==> src/rtl/sram_arbiter.sv <==
// Scratch SRAM arbiter for the Huffman compressor: three requesters, registered SRAM port, read drain on handoff.
// Define ARB_RR_EN for round-robin arbitration; otherwise fixed priority 0 > 1 > 2.
module sram_arbiter #(
  parameter int ADDR_W  = 10,
  parameter int DATA_W  = 8,
  parameter int MEM_LAT = 2
) (
  input  logic                  clk,
  input  logic                  rst,
  input  logic [2:0]            req,
  input  logic [2:0]            req_r,
  input  logic [2:0]            req_w,
  input  logic [3*ADDR_W-1:0]   req_addr,
  input  logic [3*DATA_W-1:0]   req_wdata,
  output logic [2:0]            grant,
  output logic [ADDR_W-1:0]     mem_addr,
  output logic                  mem_r,
  output logic                  mem_w,
  output logic [DATA_W-1:0]     mem_wdata,
  input  logic [DATA_W-1:0]     mem_rdata,
  output logic [DATA_W-1:0]     rdata,
  output logic [2:0]            rvalid,
  output logic                  err
);

  typedef enum logic [1:0] {IDLE = 2'd0, OWN = 2'd1, DRAIN = 2'd2} state_t;

  localparam logic [2:0] CNT_INIT = 3'(MEM_LAT);

  state_t              state_r;
  logic [1:0]          owner_r;
  logic [2:0]          cnt_r;
  logic [2:0]          grant_r;
  logic [ADDR_W-1:0]   mem_addr_r;
  logic [DATA_W-1:0]   mem_wdata_r;
  logic                mem_r_r;
  logic                mem_w_r;
  logic                err_r;
  logic [2:0]          pipe_r [MEM_LAT];

  logic [1:0]          win_s;
  logic [ADDR_W-1:0]   own_addr_s;
  logic [DATA_W-1:0]   own_wdata_s;
  logic                own_req_s;
  logic                own_rd_s;
  logic                own_wr_s;

`ifdef ARB_RR_EN
  logic [1:0] ptr_r;
  logic [1:0] cand1_s;
  logic [1:0] cand2_s;

  function automatic logic [1:0] inc3(input logic [1:0] v);
    case (v)
      2'd0:    inc3 = 2'd1;
      2'd1:    inc3 = 2'd2;
      default: inc3 = 2'd0;
    endcase
  endfunction

  // Winner search starting at the rotating pointer
  always_comb begin
    cand1_s = inc3(ptr_r);
    cand2_s = inc3(cand1_s);
    if (req[ptr_r]) begin
      win_s = ptr_r;
    end else if (req[cand1_s]) begin
      win_s = cand1_s;
    end else if (req[cand2_s]) begin
      win_s = cand2_s;
    end else begin
      win_s = 2'd0;
    end
  end

  // Pointer moves past each new winner
  always_ff @(posedge clk or posedge rst) begin
    if (rst) begin
      ptr_r <= 2'd0;
    end else if (state_r == IDLE && (|req)) begin
      ptr_r <= inc3(win_s);
    end
  end
`else
  // Fixed priority winner, requester 0 highest
  always_comb begin
    if (req[0]) begin
      win_s = 2'd0;
    end else if (req[1]) begin
      win_s = 2'd1;
    end else if (req[2]) begin
      win_s = 2'd2;
    end else begin
      win_s = 2'd0;
    end
  end
`endif

  // Select the current owner's request, commands and slices
  always_comb begin
    own_addr_s  = req_addr[ADDR_W-1:0];
    own_wdata_s = req_wdata[DATA_W-1:0];
    own_req_s   = req[0];
    own_rd_s    = req_r[0];
    own_wr_s    = req_w[0];
    case (owner_r)
      2'd1: begin
        own_addr_s  = req_addr[ADDR_W +: ADDR_W];
        own_wdata_s = req_wdata[DATA_W +: DATA_W];
        own_req_s   = req[1];
        own_rd_s    = req_r[1];
        own_wr_s    = req_w[1];
      end
      2'd2: begin
        own_addr_s  = req_addr[2*ADDR_W +: ADDR_W];
        own_wdata_s = req_wdata[2*DATA_W +: DATA_W];
        own_req_s   = req[2];
        own_rd_s    = req_r[2];
        own_wr_s    = req_w[2];
      end
      default: begin
        own_addr_s  = req_addr[ADDR_W-1:0];
        own_wdata_s = req_wdata[DATA_W-1:0];
        own_req_s   = req[0];
        own_rd_s    = req_r[0];
        own_wr_s    = req_w[0];
      end
    endcase
  end

  // Ownership FSM with registered SRAM command port
  always_ff @(posedge clk or posedge rst) begin
    if (rst) begin
      state_r     <= IDLE;
      owner_r     <= 2'd0;
      cnt_r       <= 3'd0;
      grant_r     <= 3'b000;
      mem_addr_r  <= '0;
      mem_wdata_r <= '0;
      mem_r_r     <= 1'b0;
      mem_w_r     <= 1'b0;
      err_r       <= 1'b0;
    end else begin
      case (state_r)
        IDLE: begin
          mem_r_r <= 1'b0;
          mem_w_r <= 1'b0;
          if (|req) begin
            grant_r <= 3'b001 << win_s;
            owner_r <= win_s;
            state_r <= OWN;
          end
        end
        OWN: begin
          if (own_req_s) begin
            mem_addr_r  <= own_addr_s;
            mem_wdata_r <= own_wdata_s;
            mem_w_r     <= own_wr_s;
            // A simultaneous read and write keeps the write and flags the conflict
            mem_r_r     <= own_rd_s & ~own_wr_s;
            if (own_rd_s && own_wr_s) begin
              err_r <= 1'b1;
            end
          end else begin
            grant_r <= 3'b000;
            mem_r_r <= 1'b0;
            mem_w_r <= 1'b0;
            cnt_r   <= CNT_INIT;
            state_r <= DRAIN;
          end
        end
        DRAIN: begin
          cnt_r <= cnt_r - 3'd1;
          if (cnt_r <= 3'd1) begin
            state_r <= IDLE;
          end
        end
        default: begin
          state_r <= IDLE;
          grant_r <= 3'b000;
          mem_r_r <= 1'b0;
          mem_w_r <= 1'b0;
        end
      endcase
    end
  end

  // Owner-tagged read return pipe, MEM_LAT stages deep
  always_ff @(posedge clk or posedge rst) begin
    if (rst) begin
      for (int j = 0; j < MEM_LAT; j++) begin
        pipe_r[j] <= 3'b000;
      end
    end else begin
      pipe_r[0] <= {3{mem_r_r}} & grant_r;
      for (int j = 1; j < MEM_LAT; j++) begin
        pipe_r[j] <= pipe_r[j-1];
      end
    end
  end

  assign grant     = grant_r;
  assign mem_addr  = mem_addr_r;
  assign mem_r     = mem_r_r;
  assign mem_w     = mem_w_r;
  assign mem_wdata = mem_wdata_r;
  assign err       = err_r;
  assign rvalid    = pipe_r[MEM_LAT-1];
  assign rdata     = mem_rdata;

endmodule

==> config.mk <==
export PLATFORM = sky130hd
export DESIGN_NAME = sram_arbiter
export DESIGN_NICKNAME = d
export VERILOG_FILES = /design/src/rtl/sram_arbiter.sv
export SDC_FILE = /design/constraint.sdc
export NUM_CORES = 1
export LEC_CHECK = 0
export ABC_CLOCK_PERIOD_IN_PS = 1600
export CAP_MARGIN = 20
export CORE_UTILIZATION = 35
export CTS_BUF_LIST = sky130_fd_sc_hd__clkbuf_4 sky130_fd_sc_hd__clkbuf_8 sky130_fd_sc_hd__clkbuf_16
export CTS_CLUSTER_SIZE = 8
export DETAILED_ROUTE_END_ITERATION = 10
export PLACE_DENSITY = 0.89
export SLEW_MARGIN = 20
export SYNTH_ARGS = -nofsm -noshare
export SYNTH_HDL_FRONTEND = slang
export SYNTH_SLANG_ARGS = --single-unit
==> constraint.sdc <==
create_clock -name clk -period 1.6 [get_ports clk]
set_input_delay 0.32 -clock clk [delete_from_list [all_inputs] [get_ports clk]]
set_output_delay 0.32 -clock clk [all_outputs]
set_load 0.1 [all_outputs]
==> out/qor.txt, run 1 <==
Die area: 0.005821 mm^2
Port Buffer Count: 91
Final Core Density: 0.6656
Fill count: 413
First-pass GRT wire length: 8804 um
RSZ-0062 raised after global routing: yes
Initial antenna violation count: 0
Setup Viol. Count Final: 2
Post-synthesis sequential area ratio: 0.4793
Syn Area/Cell: 9.517 um^2
Number of max-cap violations: 0
CTS tree: done
GR Overflow Total: 0
Status: finished, violations left
Slew @ Worst Pin: 0.5323 ns
Clk root buf: clkbuf_8
Clock Sinks: 37
DRT iter0 DRCs: 153
Post-synthesis xor/xnor area fraction: 0
Critical Path Sink Type: flip-flop
Clock Skew: 0.004265 ns
Routed Wire Length: 5704 um
Total CTS buffers: 5
Vias: 1,917
Setup WS post-layout: -0.01228 ns
Peak VDD IR: 1.288 mV
Post-synth cell types: 27
P_leak: 0.001511 uW
Mapped Nets: 279
Clk_lat worst skew: 0.28 ns
Routed Antenna Nets: 0
# IOs: 108
PD cells: 2601 mW/mm^2
Largest net degree at the start of global routing: 38
# diodes: 0
Rows: 26
Crit path launch: owner_r[0]$_DFFE_PP0P_
Setup crit start kind: flip-flop
Synthesized-area fraction occupied by adder cells: 0.01943
Residual DRC count: 0
Min-delay worst type: flip-flop to flip-flop
Initial core utilization: 0.3712
GRT Resource Usage Total: 0.1924
Worst setup path endpoint: err$_DFFE_PP0P_
Mapped cell area: 0.001932 mm^2
Period utilisation layout: 1.008
Routability cong.: 0.8460
Total power: 9011 uW
Drt pass-1 iters: 4
CTS max path bufs: 2
Fmax: 620.2 MHz
Setup CP Type: flip-flop to flip-flop
Reg2reg path depth: 7
Hpwl dp: 4230 um
Minimum setup slack after placement: -0.1833 ns
Die Wd: 76.30 um
Seq cells post-synth: 37
Largest family of logic cells by synthesized area: compound AO/OA/AOI/OAI gates
Crit-path max FO: 5
Pins Over Slew Limit: 0
Post-synthesis mux area share: 0
Hold_ws: 0.3576 ns
Layout Area Growth over Synthesis: 79.34%
# nets final: 378
Worst R2R Setup Slack: -0.01 ns
YS warnings: 0
Compound-Gate Fraction of Synth Area: 0.2869
Worst path required time: 1.77 ns
Final min period: 1.612 ns
Commonest non-fill, non-tap cell in the layout: clkdlybuf4s50_1
H-tree depth: 2
Final Hold Vio Count: 0
Crit path arrival time: 1.79 ns
Mapped Cells: 203
Layout cells sized above 1: 0.2739
Die height: 76.30 um
R2R Path End: err$_DFFE_PP0P_
Most frequent cells in the layout: 64 x clkdlybuf4s50_1, 37 x dfrtp_1, 30 x buf_12, 27 x o21ai_0, 24 x nand2_1
Setup TNS: -0.01480 ns
Routed len/inst: 15.29 um
Simple-gate portion of the synthesized area: 0.1179
Worst R2R Start: owner_r[0]$_DFFE_PP0P_
Slew HR: 0.6444
Vias per inst: 5.139
Failing checks: setup timing
Vias in the first global route: 1,881
Clk pin slew, worst setup/hold paths: 0.07 ns
Core footprint: 0.005205 mm^2
critical path, cell delays in order, from the launching register on:
cell and delay (ns):
dfrtp_1 0.41, buf_6 0.13, ha_4 0.18, buf_4 0.14, a221o_1 0.33, o21ai_2 0.08, nor2_1 0.07, a21o_1 0.17
layer usage:
layer | part of all wire | track usage | up-vias
met3 | 0.067 | 0.04431 | 8
met4 | 0.011 | 0.07115 | 0
met2 | 0.53 | 0.3486 | 88
met1 | 0.39 | 0.2189 | 899
met5 | 0 | 0 | -
li1 | - | - | 922
per-stage QoR:
step / instances / instance area [um^2]
2_1_floorplan: 203 / 1932
3_3_place_gp: 363 / 3258
3_5_place_dp: 363 / 3258
4_1_cts: 372 / 3400
5_1_grt: 373 / 3465
6_report: 373 / 3465
how the worst min path moves through the flow:
stage | from | endpoint | slack [ns] | cells after the start
after floorplan | pipe_r[3]$_DFF_PP0_ | rvalid[0]$_DFF_PP0_ | 0.33 | 0
after global placement | pipe_r[5]$_DFF_PP0_ | rvalid[2]$_DFF_PP0_ | 0.33 | 0
after detailed placement | pipe_r[3]$_DFF_PP0_ | rvalid[0]$_DFF_PP0_ | 0.35 | 0
after CTS | pipe_r[3]$_DFF_PP0_ | rvalid[0]$_DFF_PP0_ | 0.36 | 0
after global routing | pipe_r[3]$_DFF_PP0_ | rvalid[0]$_DFF_PP0_ | 0.37 | 0
final | pipe_r[3]$_DFF_PP0_ | rvalid[0]$_DFF_PP0_ | 0.36 | 0
registers in the layout, indices dropped and copies added, names as in the netlist:
| signal | flops |
|---|---|
| grant | 3 |
| mem_w | 1 |
| owner_r | 2 |
| mem_r | 1 |
| cnt_r | 3 |
| mem_addr | 10 |
| err | 1 |
| pipe_r | 3 |
| mem_wdata | 8 |
| state_r | 2 |
| rvalid | 3 |
logic make-up after synthesis:
family                   after synthesis
AO/OA/AOI/OAI                         80
AND/OR/NAND/NOR                       50
flip-flops                            37
buffers and inverters                 33
adder cells (fa/ha/maj)                3
area by class of cell:
type,count,area (um^2),area share
multi-input cells,133,898.4,0.2593
well taps,70,87.58,0.02528
clock inverters,1,5.005,0.001445
repair buffers,116,1418,0.4092
clock buffers,7,96.34,0.02781
flip-flops and latches,37,925.9,0.2672
inverters,9,33.78,0.009751
power by group:
group          total, uW  internal (uW)  switching, uW
sequential          1700           1310            388
combinational       6610           2720           3890
clock                707            389            318
repair_timing:
item / 4_1_cts / 5_1_grt
gates resized for setup: 7 / 25
hold buffers: 0 / 0
cloned: 0 / 0
setup endpoints to repair: 27 / 26
setup buffers: 1 / 1
pin swaps: 0 / 3
cells in the mapped netlist:
cell type	count	share of area
a21o_1	2	0.0078
a21oi_1	4	0.010
a221o_1	20	0.10
a221oi_1	1	0.0045
a22oi_1	2	0.0078
a31o_2	1	0.0045
a32o_1	1	0.0052
and2_1	4	0.013
buf_2	5	0.013
buf_4	13	0.051
buf_6	1	0.0058
clkbuf_1	5	0.0097
dfrtp_1	37	0.48
ha_1	3	0.019
inv_1	9	0.017
nand2_1	26	0.051
nand2b_1	2	0.0065
nand3_1	6	0.016
nand3_2	1	0.0052
nor2_1	6	0.012
nor2b_1	4	0.013
nor3_1	1	0.0026
o21ai_0	39	0.10
o21ai_1	1	0.0026
o21ai_2	7	0.032
o22ai_1	1	0.0032
o2bb2ai_1	1	0.0045
No activity file was read; power rests on OpenSTA's default activity.
==> run 2: changes to the inputs <==
==> config.mk (replaced) <==
export PLATFORM = sky130hd
export DESIGN_NAME = sram_arbiter
export DESIGN_NICKNAME = d
export VERILOG_FILES = /design/src/rtl/sram_arbiter.sv
export SDC_FILE = /design/constraint.sdc
export NUM_CORES = 1
export LEC_CHECK = 0
export ABC_CLOCK_PERIOD_IN_PS = 1900
export CAP_MARGIN = 20
export CORE_ASPECT_RATIO = 0.5
export CORE_UTILIZATION = 41
export CTS_BUF_LIST = sky130_fd_sc_hd__clkbuf_4 sky130_fd_sc_hd__clkbuf_8 sky130_fd_sc_hd__clkbuf_16
export CTS_CLUSTER_SIZE = 8
export DETAILED_ROUTE_END_ITERATION = 10
export PLACE_DENSITY = 0.95
export SLEW_MARGIN = 0
export SYNTH_ARGS = -nofsm -noshare
export SYNTH_HDL_FRONTEND = slang
export SYNTH_SLANG_ARGS = --single-unit
==> constraint.sdc (replaced) <==
create_clock -name clk -period 1.9 [get_ports clk]
set_input_delay 0.38 -clock clk [delete_from_list [all_inputs] [get_ports clk]]
set_output_delay 0.38 -clock clk [all_outputs]
set_load 0.1 [all_outputs]
==> run 2 against run 1 <==
Net effect:
- the flow now finishes without violations
- core utilization shrank 0.82 points
- final cell count shrank 8.0%
- worst setup slack gained 0.11 ns
- worst hold slack lost 0.0045 ns
- non-clock buffer count shrank 17
- largest cell class unchanged
- highest routed layer unchanged
==> out/qor.txt, run 2 (synthesis results as in run 1) <==
Total CTS buffers: 5
Max FFs per register: 10
Largest net degree at the start of global routing: 39
Vias in the first global route: 1,846
Setup Viol. Count Final: 0
Initial antenna violation count: 0
Slew @ Worst Pin: 0.5394 ns
Vias per inst: 5.542
Commonest non-fill, non-tap cell in the layout: clkdlybuf4s50_1
Routed Antenna Nets: 0
Final Hold Vio Count: 0
Setup TNS: 0 ns
Core footprint: 0.004467 mm^2
CTS max path bufs: 2
Residual DRC count: 0
# IOs: 108
Die area: 0.005007 mm^2
Clk root buf: clkbuf_8
Initial core utilization: 0.4325
H-tree depth: 2
Worst R2R Setup Slack: 0.1 ns
Clock Sinks: 37
Critical Path Sink Type: flip-flop
Routability cong.: 0.8304
Die Wd: 99.08 um
CTS tree: done
Status: completed
Hold_ws: 0.3531 ns
Port Buffer Count: 91
Hold-fix buffers, CTS: 0
Rows: 17
Setup crit start kind: flip-flop
Fill count: 336
Fmax: 554.3 MHz
GRT Resource Usage Total: 0.2343
# nets final: 361
Crit path arrival time: 1.99 ns
Crit-path max FO: 21
Area of the multi-input gates: 819.5 um^2
RSZ-0062 raised after global routing: no
Vias: 1,901
Period utilisation layout: 0.9496
DRT iter0 DRCs: 113
Routed Wire Length: 5669 um
Sequential cell area: 925.9 um^2
Clk_lat worst skew: 0.29 ns
Routed len/inst: 16.53 um
Post-CTS Setup Bufs: 0
Final min period: 1.804 ns
Layout cells sized above 1: 0.1818
Clk pin slew, worst setup/hold paths: 0.07 ns
Layout Area Growth over Synthesis: 52.01%
Layout Cells excl Fill: 343
First-pass GRT wire length: 8838 um
Drt pass-1 iters: 4
Cell count after placement: 335
Number of max-cap violations: 0
Min-delay worst type: flip-flop to flip-flop
Pins Over Slew Limit: 0
Hpwl dp: 4202 um
Die height: 50.54 um
Most frequent cells in the layout: 64 x clkdlybuf4s50_1, 39 x o21ai_0, 37 x dfrtp_1, 30 x buf_4, 26 x nand2_1
Slew HR: 0.6400
GR Overflow Total: 0
Worst path required time: 2.08 ns
Post-CTS sizing: 0
Setup CP Type: flip-flop to flip-flop
Clock Skew: 0.004282 ns
# diodes: 0
## run 2: cell types whose count changed in the layout (fill, tap and decap cells not counted), sizes merged
cell    delta
buf       -17
clkinv     -1
bufinv     +1
## run 2: layer usage
metal	global-route usage	wire length (um)
met3	0.05153	267
met5	0	0
met2	0.4161	3049
met1	0.2850	2240
met4	0.08578	112
## run 2: layout make-up
type	instances	share of cell area
repair buffers	99	0.3289
flip-flops and latches	37	0.3153
multi-input cells	133	0.2791
clock buffers	7	0.03068
well taps	57	0.02429
inverters	9	0.01150
clock inverters	1	0.01023
## run 2: worst paths after layout
path / from / endpoint / cells after the start
max: owner_r[0]$_DFFE_PP0P_ / err$_DFFE_PP0P_ / 7
min: pipe_r[5]$_DFF_PP0_ / rvalid[2]$_DFF_PP0_ / 0
max reg2reg: owner_r[0]$_DFFE_PP0P_ / err$_DFFE_PP0P_ / 7
min reg2reg: pipe_r[5]$_DFF_PP0_ / rvalid[2]$_DFF_PP0_ / 0
max in group asynchronous: rst / state_r[1]$_DFFE_PP0P_ / 3
min in group asynchronous: rst / mem_addr[8]$_DFFE_PP0P_ / 3
## run 2: through the flow
| stage | setup WS [ns] | utilization | instance area [um^2] |
|---|---|---|---|
| final | 0.09576 | 0.6574 | 2937 |
| after global routing | 0.005687 | 0.6574 | 2937 |
| after CTS | 0.1094 | 0.6574 | 2937 |
| after detailed placement | 0.1178 | 0.6305 | 2816 |
| after global placement | 0.1691 | 0.6305 | 2816 |
| after floorplan | 0.3161 | - | 1932 |
## run 2: critical path, stage by stage (launching register included)
cell and delay (ns):
dfrtp_1 0.39, inv_1 0.06, ha_1 0.33, buf_4 0.23, a221o_1 0.29, o21ai_1 0.12, nor2_1 0.09, a21o_1 0.18
Power of run 2 is left out: the tool's default activity adds up to more than one toggle a clock period on the data nets, which glitch-free logic cannot reach.
